$ cat src/rtl/dlx_mem_bus_arbiter_pkg.sv
// Shared types and helpers for the DLX memory-bus arbiter.
// State encodings, select values and the 32-bit 2:1 mux.
package dlx_mem_bus_arbiter_pkg;

  typedef enum logic [1:0] {
    IDLE  = 2'd0,
    OWN_A = 2'd1,
    OWN_B = 2'd2
  } arb_state_t;

  localparam logic SEL_A = 1'b0;
  localparam logic SEL_B = 1'b1;

  function automatic logic [31:0] mux2_32(
    input logic        s,
    input logic [31:0] a,
    input logic [31:0] b
  );
    return s ? b : a;
  endfunction

endpackage

$ cat src/rtl/dlx_mem_bus_arbiter_fsm.sv
// Ownership FSM: round-robin tie break and per-grant beat limit.
// Drives the registered mux select and the grant flags.
module bus_arb_fsm
  import dlx_mem_bus_arbiter_pkg::*;
#(
  parameter int MAX_BURST = 8,
  parameter int BEAT_W    = 4
) (
  input  logic clk,
  input  logic reset,
  input  logic req_a,
  input  logic req_b,
  input  logic beat,
  output logic sel,
  output logic gnt_a,
  output logic gnt_b
);

  arb_state_t        state;
  logic              last_b;
  logic [BEAT_W-1:0] cnt;
  logic              burst_end;
  logic              count_en;

  assign count_en  = beat && (MAX_BURST != 0);
  assign burst_end = count_en &&
                     (cnt == BEAT_W'(MAX_BURST - 1));

  // State, round-robin memory, beat counter and registered outputs
  always_ff @(posedge clk) begin
    if (reset) begin
      state  <= IDLE;
      sel    <= SEL_A;
      gnt_a  <= 1'b0;
      gnt_b  <= 1'b0;
      last_b <= 1'b1;
      cnt    <= '0;
    end else begin
      unique case (state)
        IDLE: begin
          if (req_a && (!req_b || last_b)) begin
            state <= OWN_A;
            sel   <= SEL_A;
            gnt_a <= 1'b1;
          end else if (req_b) begin
            state <= OWN_B;
            sel   <= SEL_B;
            gnt_b <= 1'b1;
          end
        end
        OWN_A: begin
          if (!req_a || (burst_end && req_b)) begin
            last_b <= 1'b0;
            cnt    <= '0;
            gnt_a  <= 1'b0;
            if (req_b) begin
              state <= OWN_B;
              sel   <= SEL_B;
              gnt_b <= 1'b1;
            end else begin
              state <= IDLE;
            end
          end else if (burst_end) begin
            cnt <= '0;
          end else if (count_en) begin
            cnt <= cnt + 1'b1;
          end
        end
        OWN_B: begin
          if (!req_b || (burst_end && req_a)) begin
            last_b <= 1'b1;
            cnt    <= '0;
            gnt_b  <= 1'b0;
            if (req_a) begin
              state <= OWN_A;
              sel   <= SEL_A;
              gnt_a <= 1'b1;
            end else begin
              state <= IDLE;
            end
          end else if (burst_end) begin
            cnt <= '0;
          end else if (count_en) begin
            cnt <= cnt + 1'b1;
          end
        end
        default: begin
          state <= IDLE;
          gnt_a <= 1'b0;
          gnt_b <= 1'b0;
        end
      endcase
    end
  end

endmodule

$ cat src/rtl/dlx_mem_bus_arbiter.sv
// Memory-port arbiter between the DLX core (A) and sharpening engine (B).
// Optional counters: define DLX_BUS_ARB_STATS_EN.
module dlx_mem_bus_arbiter
  import dlx_mem_bus_arbiter_pkg::*;
#(
  parameter int MAX_BURST = 8,
  parameter int BEAT_W    = 4
) (
  input  logic        CLK,
  input  logic        RESET,
  input  logic        REQ_A,
  input  logic [31:0] ADDR_A,
  input  logic [31:0] WDATA_A,
  input  logic        WE_A,
  input  logic        REQ_B,
  input  logic [31:0] ADDR_B,
  input  logic [31:0] WDATA_B,
  input  logic        WE_B,
  input  logic        MEM_ACK,
  output logic        MEM_REQ,
  output logic [31:0] MEM_ADDR,
  output logic [31:0] MEM_WDATA,
  output logic        MEM_WE,
  output logic        SEL,
  output logic        GNT_A,
  output logic        GNT_B,
  output logic        ACK_A,
`ifdef DLX_BUS_ARB_STATS_EN
  output logic [31:0] STAT_BEATS_A,
  output logic [31:0] STAT_BEATS_B,
  output logic [31:0] STAT_WAIT_B,
`endif
  output logic        ACK_B
);

  logic beat;

  bus_arb_fsm #(
    .MAX_BURST (MAX_BURST),
    .BEAT_W    (BEAT_W)
  ) u_fsm (
    .clk   (CLK),
    .reset (RESET),
    .req_a (REQ_A),
    .req_b (REQ_B),
    .beat  (beat),
    .sel   (SEL),
    .gnt_a (GNT_A),
    .gnt_b (GNT_B)
  );

  assign MEM_ADDR  = mux2_32(SEL, ADDR_A, ADDR_B);
  assign MEM_WDATA = mux2_32(SEL, WDATA_A, WDATA_B);

  assign MEM_REQ = (GNT_A & REQ_A) | (GNT_B & REQ_B);
  assign MEM_WE  = ((GNT_A & WE_A) | (GNT_B & WE_B)) & MEM_REQ;
  assign beat    = MEM_REQ & MEM_ACK;
  assign ACK_A   = beat & GNT_A;
  assign ACK_B   = beat & GNT_B;

`ifdef DLX_BUS_ARB_STATS_EN
  // Per-requester beat totals and B's waiting cycles
  always_ff @(posedge CLK) begin
    if (RESET) begin
      STAT_BEATS_A <= '0;
      STAT_BEATS_B <= '0;
      STAT_WAIT_B  <= '0;
    end else begin
      if (ACK_A)
        STAT_BEATS_A <= STAT_BEATS_A + 32'd1;
      if (ACK_B)
        STAT_BEATS_B <= STAT_BEATS_B + 32'd1;
      if (REQ_B && !GNT_B)
        STAT_WAIT_B <= STAT_WAIT_B + 32'd1;
    end
  end
`endif

endmodule
$ cat config.mk
export PLATFORM = sky130hd
export DESIGN_NAME = dlx_mem_bus_arbiter
export DESIGN_NICKNAME = d
export VERILOG_FILES = /design/src/rtl/dlx_mem_bus_arbiter_pkg.sv /design/src/rtl/dlx_mem_bus_arbiter_fsm.sv /design/src/rtl/dlx_mem_bus_arbiter.sv
export SDC_FILE = /design/constraint.sdc
export NUM_CORES = 1
export LEC_CHECK = 0
export CAP_MARGIN = 20
export CORE_MARGIN = 1
export CORE_UTILIZATION = 25
export CTS_CLUSTER_SIZE = 20
export DETAILED_ROUTE_END_ITERATION = 8
export PLACE_DENSITY = 0.88
export SLEW_MARGIN = 30
export SYNTH_ARGS = -nofsm -noshare
export SYNTH_HDL_FRONTEND = slang
export SYNTH_SLANG_ARGS = --single-unit
export TNS_END_PERCENT = 100
$ cat constraint.sdc
create_clock -name CLK -period 2.15 [get_ports CLK]
set_clock_uncertainty 0.2 [all_clocks]
set_input_delay 0.43 -clock CLK [delete_from_list [all_inputs] [get_ports CLK]]
set_output_delay 0.43 -clock CLK [all_outputs]
set_load 0.005 [all_outputs]
---- Word level (Yosys, flattened, before mapping) ----
Cells that the tools add are included.
W data, S select, Z words.
word-level totals
  output and inout bits ................... 71
  flip-flop bits (word level) ............. 10
cells by class
  add/subtract/negate cells ............... 1
  eq/ne operators ......................... 9
  reductions and logical operators ........ 17
  multiplexer cells ....................... 32
  bitwise operators ....................... 10
operators with widths
  cell                   count
  $mux W32               2
  $mux W4                4
  $mux W1                15
  $mux W2                5
  $pmux W1 S3            3
  $reduce_and A3 Y1      3
  $and A1 B1 Y1          8
  $pmux W4 S2            1
  $reduce_and A4 Y1      2
  $ne A2 B1 Y1 const B   3
  $pmux W2 S3            1
  $add A4 B1 Y4 const B  1
  $eq A4 B3 Y1 const B   1
  $logic_and A1 B1 Y1    4
  $ne A2 B2 Y1 const B   2
  $logic_or A1 B1 Y1     3
  $ne A3 B2 Y1 const B   1
  $reduce_bool A3 Y1     1
  $eq A2 B1 Y1 const B   1
  $eq A2 B2 Y1 const B   1
  $logic_not A1 Y1       2
  $logic_not A2 Y1       1
  $or A1 B1 Y1           2
  $pmux W1 S2            1
  $reduce_bool A2 Y1     1

---- Logic depth before layout (Yosys ltp) ----
Gate-level depths: netlist of the first run.
  word-level depth ........................ 8
  depth in mapped cells ................... 7
  gate-level depth less buffers ........... 6

---- Modules after synthesis ----
A second synthesis of the first run with hierarchy kept.
second synthesis, totals
  cells, all modules ...................... 171
  area total of the unflattened synthesis .. 1881.8 µm²
by module, submodules not included
  module               cells an instance  instances  area an instance (µm²)
  dlx_mem_bus_arbiter  85                 1          1144.8
  bus_arb_fsm          86                 1          737.0

---- Worst setup path before layout of the first run ----
Ideal clock, no wire load.
  path kind ............................... register to output
  from .................................... register u_fsm.sel
  to ...................................... output port MEM_ADDR[13]
  setup slack ............................. 0.135 ns
  path buffers ............................ 2
  data required time ...................... 1.520 ns
  stages on the path, launching flop included .. 4
  arrival ................................. 1.385 ns
  cells stage by stage .................... dfxtp_1 > clkbuf_1 > clkbuf_1 > mux2_2
on the way
  cells in the longest elaborated chain, start to end .. 1
ends and longest elaborated chain
  what                      line                           RTL
  start: declaration        dlx_mem_bus_arbiter_fsm.sv:14  output logic sel,
  start signal: assignment  dlx_mem_bus_arbiter_fsm.sv:33  sel <= SEL_A;
  start signal: assignment  dlx_mem_bus_arbiter_fsm.sv:43  sel <= SEL_A;
  start signal: assignment  dlx_mem_bus_arbiter_fsm.sv:47  sel <= SEL_B;
  $mux W32                  dlx_mem_bus_arbiter_pkg.sv:19  return s ? b : a;
  end: declaration          dlx_mem_bus_arbiter.sv:21      output logic [31:0] MEM_ADDR,
No other way between the ends.

---- Worst setup path in the final report of the first run ----
  from .................................... register u_fsm.sel
  to ...................................... output port MEM_ADDR[2]
Same word-level chain as after synthesis.

==> impl_metrics.toml, run 1 <==
[worst_setup_path]
regToRegStartpoint = "u_fsm.gnt_b$_SDFFE_PP0P_"
crit_type = "reg -> out"
slowest_delay_ns = 0.40
slowest_stage = "dfxtp_4"
crit_cells = 4
cp.required_ns = 1.52
startpoint_type = "register"
setup.worst_path.start = "u_fsm.sel$_SDFFE_PP0P_"
path_max_fanout = 5
r2r_slack_ns = 0.19
r2r-end = "u_fsm.last_b$_SDFFE_PP1P_"
path_buf_inv = 3
crit_arrival_ns = 1.49
r2r_cells = 6
crit_path_end = "MEM_ADDR[2]"
cp_top_family = "buffers and inverters"
cp-end-kind = "output pin"
timing.critical_path.cells = "buf_12, buf_4, mux2_2, dlygate4sd2_1"

[pwr]
p_sw_w = 0.0005430
power.total_w = 0.001723
irDropWorstVdd_uv = 359.5
p_per_area_nw_per_um2 = 446.6
netSwitchingFraction = 0.3151
power.share.clock = 0.138
p_comb_frac = 0.725
cellInternalPower_w = 0.001180
pwr-share-seq = 0.136
leakagePower_nw = 1.597

[final_layout]
n_antenna_cell = 0
area_growth_pct = 158.7
drive_above_1_share = 0.2883
layout_common_cells = "clkdlybuf4s50_1, mux2_2, dlygate4sd2_1, buf_4"
fillers = 444
final_common_cell = "clkdlybuf4s50_1"
final_nets = 526
multi_input_area_um2 = 1222
fin_cells = 457
fin_area_um2 = 3859
ff_latch_area_um2 = 203.9

[global_routing]
antenna_found_initial = 3
grt_pass1_vias = 2147
grt_usage = 0.2561
grt_max_degree = 15
grt_pass1_wl_mm = 12.05
grt.overflow.total = 0

[floorplan]
die_w_um = 79.24
die_h_um = 79.24
initial_core_util = 0.2644
ioPinCount = 206
core_area_um2 = 5642
fp.dieArea_um2 = 6279
row_count = 27

[clocking]
cts_buffer_depth = 2
h-tree-depth = 1
numClockSinks = 10
cts_tree = "built"
cts_buffers = 3
clock_latency_ns = 0.24
path_clk_slew_ns = 0.05
root_buffer = "clkbuf_8"
cts_hold_repair.buffers = 0

[synthesis]
avgSynthCellArea_um2 = 9.206
synth_largest_area_cell = "mux2_2"
synth-seq-cells = 10
synthesis.area_um2 = 1491
synthCells = 162
synth_top_cells_by_area = "mux2_2, dfxtp_1, ha_1"
synth_nets = 302
synth_top_cell_area_share = 0.4832
seq_area_frac_synth = 0.1342
ys_warn_count = 0
synth_cell_types = 40

[sta]
worst_slack_ns = 0.02667
slew_headroom = 0.6897
worst_pin_slew_ns = 0.4655
hold_viol_final = 0
finalCritPeriodShare = 0.9876
period_needed_ns = 2.123
maxSlewViolCount = 0
max_clock_freq_mhz = 471.0
setup_viol = 0
tns_ns = 0

[placed_design]
place_ws_ns = -0.2964
numPlacedInstances = 438
dp_hpwl_mm = 7.011
gp_congestion = 0.8947
place_area_um2 = 3684
port_buffers = 205

[flow_run]
max-cap-violations = 0

[drt]
drt_wl_total_mm = 8.628
detail_route.wl_per_cell_um = 18.88
vias_per_cell = 4.877
vias = 2229
ant_nets = 0
route.detailed.drc = 0
first_pass_iters = 4
drt_iter0_markers = 43

[min_path]
hp-class = "reg -> reg"

[outcome]
status = "completed"
-- cells in the mapped netlist --
| cell | n |
|---|---|
| a21o_1 | 1 |
| a41o_1 | 1 |
| o21ai_0 | 5 |
| buf_2 | 2 |
| a21oi_1 | 6 |
| nand4b_1 | 1 |
| and3b_1 | 1 |
| a21boi_0 | 1 |
| nor3b_1 | 1 |
| nand2b_1 | 3 |
| a311oi_1 | 2 |
| or2_1 | 1 |
| ha_1 | 5 |
| o21ai_1 | 2 |
| inv_1 | 8 |
| and3_1 | 3 |
| or4_1 | 1 |
| a211oi_1 | 3 |
| a22oi_1 | 2 |
| and2_1 | 2 |
| nand4_1 | 1 |
| o221ai_1 | 1 |
| mux2i_1 | 2 |
| a221oi_1 | 2 |
| mux2_2 | 64 |
| o32ai_1 | 1 |
| a2111oi_0 | 1 |
| and4_4 | 1 |
| nand3b_1 | 2 |
| nor2_1 | 3 |
| clkbuf_1 | 9 |
| nand2_1 | 3 |
| nand3_1 | 3 |
| dfxtp_1 | 10 |
| nor2b_1 | 1 |
| buf_6 | 2 |
| a221o_1 | 1 |
| nor3_1 | 2 |
| o2bb2ai_1 | 1 |
| a22o_1 | 1 |
-- per-stage QoR --
| stage | hold slack [ns] | utilization |
|---|---|---|
| 2_1_floorplan | 0.2620 | - |
| 3_3_place_gp | 0.2791 | 0.6529 |
| 3_5_place_dp | 0.3011 | 0.6529 |
| 4_1_cts | 0.3113 | 0.6789 |
| 5_1_grt | 0.3409 | 0.6840 |
| 6_report | 0.3091 | 0.6840 |
-- sequential cells by signal, indices dropped and copies added, names as in the netlist --
name,flops
u_fsm.cnt,4
u_fsm.gnt_b,1
u_fsm.gnt_a,1
u_fsm.state,2
u_fsm.sel,1
u_fsm.last_b,1
-- cell type report --
type | count | share of cell area
clock buffers | 4 | 0.01427
inverters | 8 | 0.007782
multi-input cells | 131 | 0.3168
flip-flops and latches | 10 | 0.05285
well taps | 72 | 0.02335
repair buffers | 232 | 0.5850
-- routing by layer --
| layer | vias up | GRT usage | share of wire |
|---|---|---|---|
| met5 | - | 0 | 0.0043 |
| met2 | 133 | 0.4638 | 0.50 |
| li1 | 1067 | - | - |
| met4 | 6 | 0.05818 | 0.018 |
| met1 | 1000 | 0.2726 | 0.36 |
| met3 | 23 | 0.1092 | 0.12 |
-- worst min path at each step --
stage | start | to | slack [ns] | cells after the start
6_report | u_fsm.cnt[1]$_SDFFE_PP0N_ | u_fsm.cnt[1]$_SDFFE_PP0N_ | 0.31 | 2
5_1_grt | u_fsm.gnt_a$_SDFFE_PP0P_ | u_fsm.gnt_a$_SDFFE_PP0P_ | 0.34 | 2
4_1_cts | u_fsm.cnt[1]$_SDFFE_PP0N_ | u_fsm.cnt[1]$_SDFFE_PP0N_ | 0.31 | 2
3_5_place_dp | u_fsm.cnt[1]$_SDFFE_PP0N_ | u_fsm.cnt[1]$_SDFFE_PP0N_ | 0.30 | 2
3_3_place_gp | u_fsm.cnt[1]$_SDFFE_PP0N_ | u_fsm.cnt[1]$_SDFFE_PP0N_ | 0.28 | 2
2_1_floorplan | u_fsm.cnt[1]$_SDFFE_PP0N_ | u_fsm.cnt[1]$_SDFFE_PP0N_ | 0.26 | 2
-- worst reg2reg max path: stages, from the launching register on --
cell,delay [ns]
dfxtp_1,0.34
a22o_1,0.28
buf_6,0.12
buf_4,0.15
and4_4,0.17
or2_1,0.24
a221o_1,0.34
-- power groups by stage --
stage,registers [W],clock network (W),logic (W)
CTS,0.000234,0.000242,0.00122
global route,0.000237,0.000250,0.00133
detailed placement,0.000234,0,0.00121
floorplan,0.000225,0,0.000469
global placement,0.000233,0,0.00120
finish,0.000235,0.000238,0.00125
-- cells by family after synthesis --
logic type                 synth area share
DFF                                  0.1342
buffers and inverters               0.06460
adders and majority gates           0.04195
AOI/OAI and AO/OA                    0.1451
and+or+nand+nor                      0.1175
muxes                                0.4966
-- timing repair --
action / in CTS / in global routing
resized for setup: 98 / 25
buffers inserted: 11 / 2
pin swaps: 1 / 0
setup endpoints to repair: 68 / 33
cloned: 2 / 1
No activity file was read; power rests on OpenSTA's default activity.
==> run 2: changes to the inputs <==
- ABC_CLOCK_PERIOD_IN_PS: unset -> 2150
- CTS_BUF_LIST: unset -> sky130_fd_sc_hd__clkbuf_16
- RECOVER_POWER: unset -> 25
==> run 2 against run 1 <==
  * The flow now finishes with violations (setup timing)
  * Sequential power about the same
  * Count of clock-buffer cells in the layout shrank 1
  * Wire length is 1.8% lower
  * Design area rose by 1.3%
  * Critical endpoint is now MEM_ADDR[4]
==> impl_metrics.toml, run 2 (synthesis results as in run 1) <==
[sta]
max_clock_freq_mhz = 457.4
slew_headroom = 0.7262
maxSlewViolCount = 0
tns_ns = -0.3492
setup_viol = 22
worst_pin_slew_ns = 0.4003
hold_viol_final = 0
worst_slack_ns = -0.03615
period_needed_ns = 2.186
rsz0062_at_grt = "true"
finalCritPeriodShare = 1.017

[pwr]
cellInternalPower_w = 0.001247
leakagePower_nw = 1.702
netSwitchingFraction = 0.3042
pwr-share-seq = 0.131
p_comb_frac = 0.682
p_sw_w = 0.0005451
irDropWorstVdd_uv = 489.3
p_per_area_nw_per_um2 = 458.5
power.share.clock = 0.187

[final_layout]
final_common_cell = "clkdlybuf4s50_1"
n_antenna_cell = 0
drive_above_1_share = 0.2618
top_register = "u_fsm.cnt"
largest_reg_flops = 4
final_nets = 523
reg_top3 = "u_fsm.cnt: 4 flops, u_fsm.state: 2 flops"
fillers = 435
layout_common_cells = "clkdlybuf4s50_1, mux2_2, dlygate4sd2_1, buf_4, dlymetal6s2s_1"
area_growth_pct = 162.0

[clocking]
path_clk_slew_ns = 0.04
cts_hold_repair.buffers = 0
cts_tree = "built"
h-tree-depth = 1
numClockSinks = 10
cts_buffer_depth = 2
root_buffer = "clkbuf_16"
cts_buffers = 3
clock_latency_ns = 0.24

[placed_design]
gp_congestion = 0.8947
dp_hpwl_mm = 7.011
place_ws_ns = -0.2964
port_buffers = 205

[worst_setup_path]
r2r_slack_ns = 0.16
crit_type = "reg -> out"
timing.critical_path.cells = "buf_6, buf_12, mux2_2, dlygate4sd2_1"
cp_top_family = "buffers and inverters"
cp.required_ns = 1.52
regToRegStartpoint = "u_fsm.gnt_b$_SDFFE_PP0P_"
path_buf_inv = 3
cp-end-kind = "output pin"
r2r_cells = 6
r2r-end = "u_fsm.last_b$_SDFFE_PP1P_"
slowest_stage = "dfxtp_4"
slowest_delay_ns = 0.38
path_max_fanout = 28
crit_arrival_ns = 1.56
startpoint_type = "register"

[drt]
route.detailed.drc = 0
drt_wl_total_mm = 8.477
vias = 2227
ant_nets = 0
first_pass_iters = 4
vias_per_cell = 4.905
detail_route.wl_per_cell_um = 18.67
drt_iter0_markers = 37

[global_routing]
grt_max_degree = 29
grt_pass1_wl_mm = 11.61
grt.overflow.total = 0
antenna_found_initial = 3
grt_usage = 0.2480
grt_pass1_vias = 2072

[floorplan]
fp.dieArea_um2 = 6279
ioPinCount = 206
die_h_um = 79.24
initial_core_util = 0.2644
core_area_um2 = 5642
row_count = 27
die_w_um = 79.24

[min_path]
hold_depth = 2
min-delay-start = "u_fsm.cnt[1]$_SDFFE_PP0N_"
min_to = "u_fsm.cnt[1]$_SDFFE_PP0N_"
hp-class = "reg -> reg"

[flow_run]
max-cap-violations = 0

[outcome]
violations = "setup timing"
status = "complete, but fails checks"
run 2: changes by cell type in the layout (fill, tap and decap cells not counted), moves of 3 or more:
cell / delta
dlymetal6s2s_1: +13
clkdlybuf4s15_1: -4
clkbuf_16: +3
clkbuf_2: -5
clkbuf_8: -4
run 2: through the flow:
stage	hold slack (ns)	util	total power (W)	instance area [um2]	std cells
6_report	0.3071	0.6926	0.001792	3908	454
4_1_cts	0.3100	0.6627	0.001714	3739	444
2_1_floorplan	0.2620	-	0.0006939	1491	162
5_1_grt	0.3374	0.6926	0.001880	3908	454
3_3_place_gp	0.2791	0.6529	0.001429	3684	438
3_5_place_dp	0.3011	0.6529	0.001446	3684	438
run 2: cell type report:
cell class	count	area [um2]	share of cell area
Clock buffer	3	75.07	0.01921
Clock inverter	1	3.754	0.0009606
Inverter	8	30.03	0.007685
Multi-Input combinational cell	131	1235	0.3160
Sequential cell	10	203.9	0.05219
Tap cell	72	90.09	0.02305
Timing Repair Buffer	229	2270	0.5809
run 2: worst max-delay path by stage:
stage	startpoint	to	slack, ns	depth (start not counted)
after floorplan	u_fsm.sel$_SDFFE_PP0P_	MEM_ADDR[13]	0.14	3
after global placement	REQ_B	MEM_WE	-0.27	4
after detailed placement	REQ_B	MEM_WE	-0.30	4
after CTS	u_fsm.sel$_SDFFE_PP0P_	MEM_WDATA[28]	-0.10	3
after global routing	u_fsm.sel$_SDFFE_PP0P_	MEM_ADDR[4]	-0.08	4
final	u_fsm.sel$_SDFFE_PP0P_	MEM_ADDR[4]	-0.04	4
run 2: worst register-to-register path: cells and delay by family (launching register included):
family,cells,cell delay [ns]
flip-flops,1,0.34
buffers and inverters,2,0.28
AND/OR/NAND/NOR,2,0.41
AO/OA/AOI/OAI,2,0.63
run 2: what timing repair did:
item                                    4_1_cts  5_1_grt
pin swaps                                     1        0
gates cloned                                  0        1
gates resized for setup                      67       32
setup buffers                                 2        9
hold endpoints to repair                      0        0
endpoints found under the setup margin       69       17
run 2: layer usage:
metal	vias to the layer above	track usage	share of wire
met5	-	0	0.0044
met2	137	0.4319	0.48
met4	6	0.07455	0.025
met1	1000	0.2637	0.36
met3	24	0.1172	0.12
li1	1060	-	-
run 2: power groups by stage:
stage / clock [W] / combinational [W] / sequential (W)
floorplan: 0 / 0.000469 / 0.000225
global placement: 0 / 0.00120 / 0.000233
detailed placement: 0 / 0.00121 / 0.000234
CTS: 0.000338 / 0.00114 / 0.000233
global route: 0.000349 / 0.00129 / 0.000237
finish: 0.000335 / 0.00122 / 0.000234
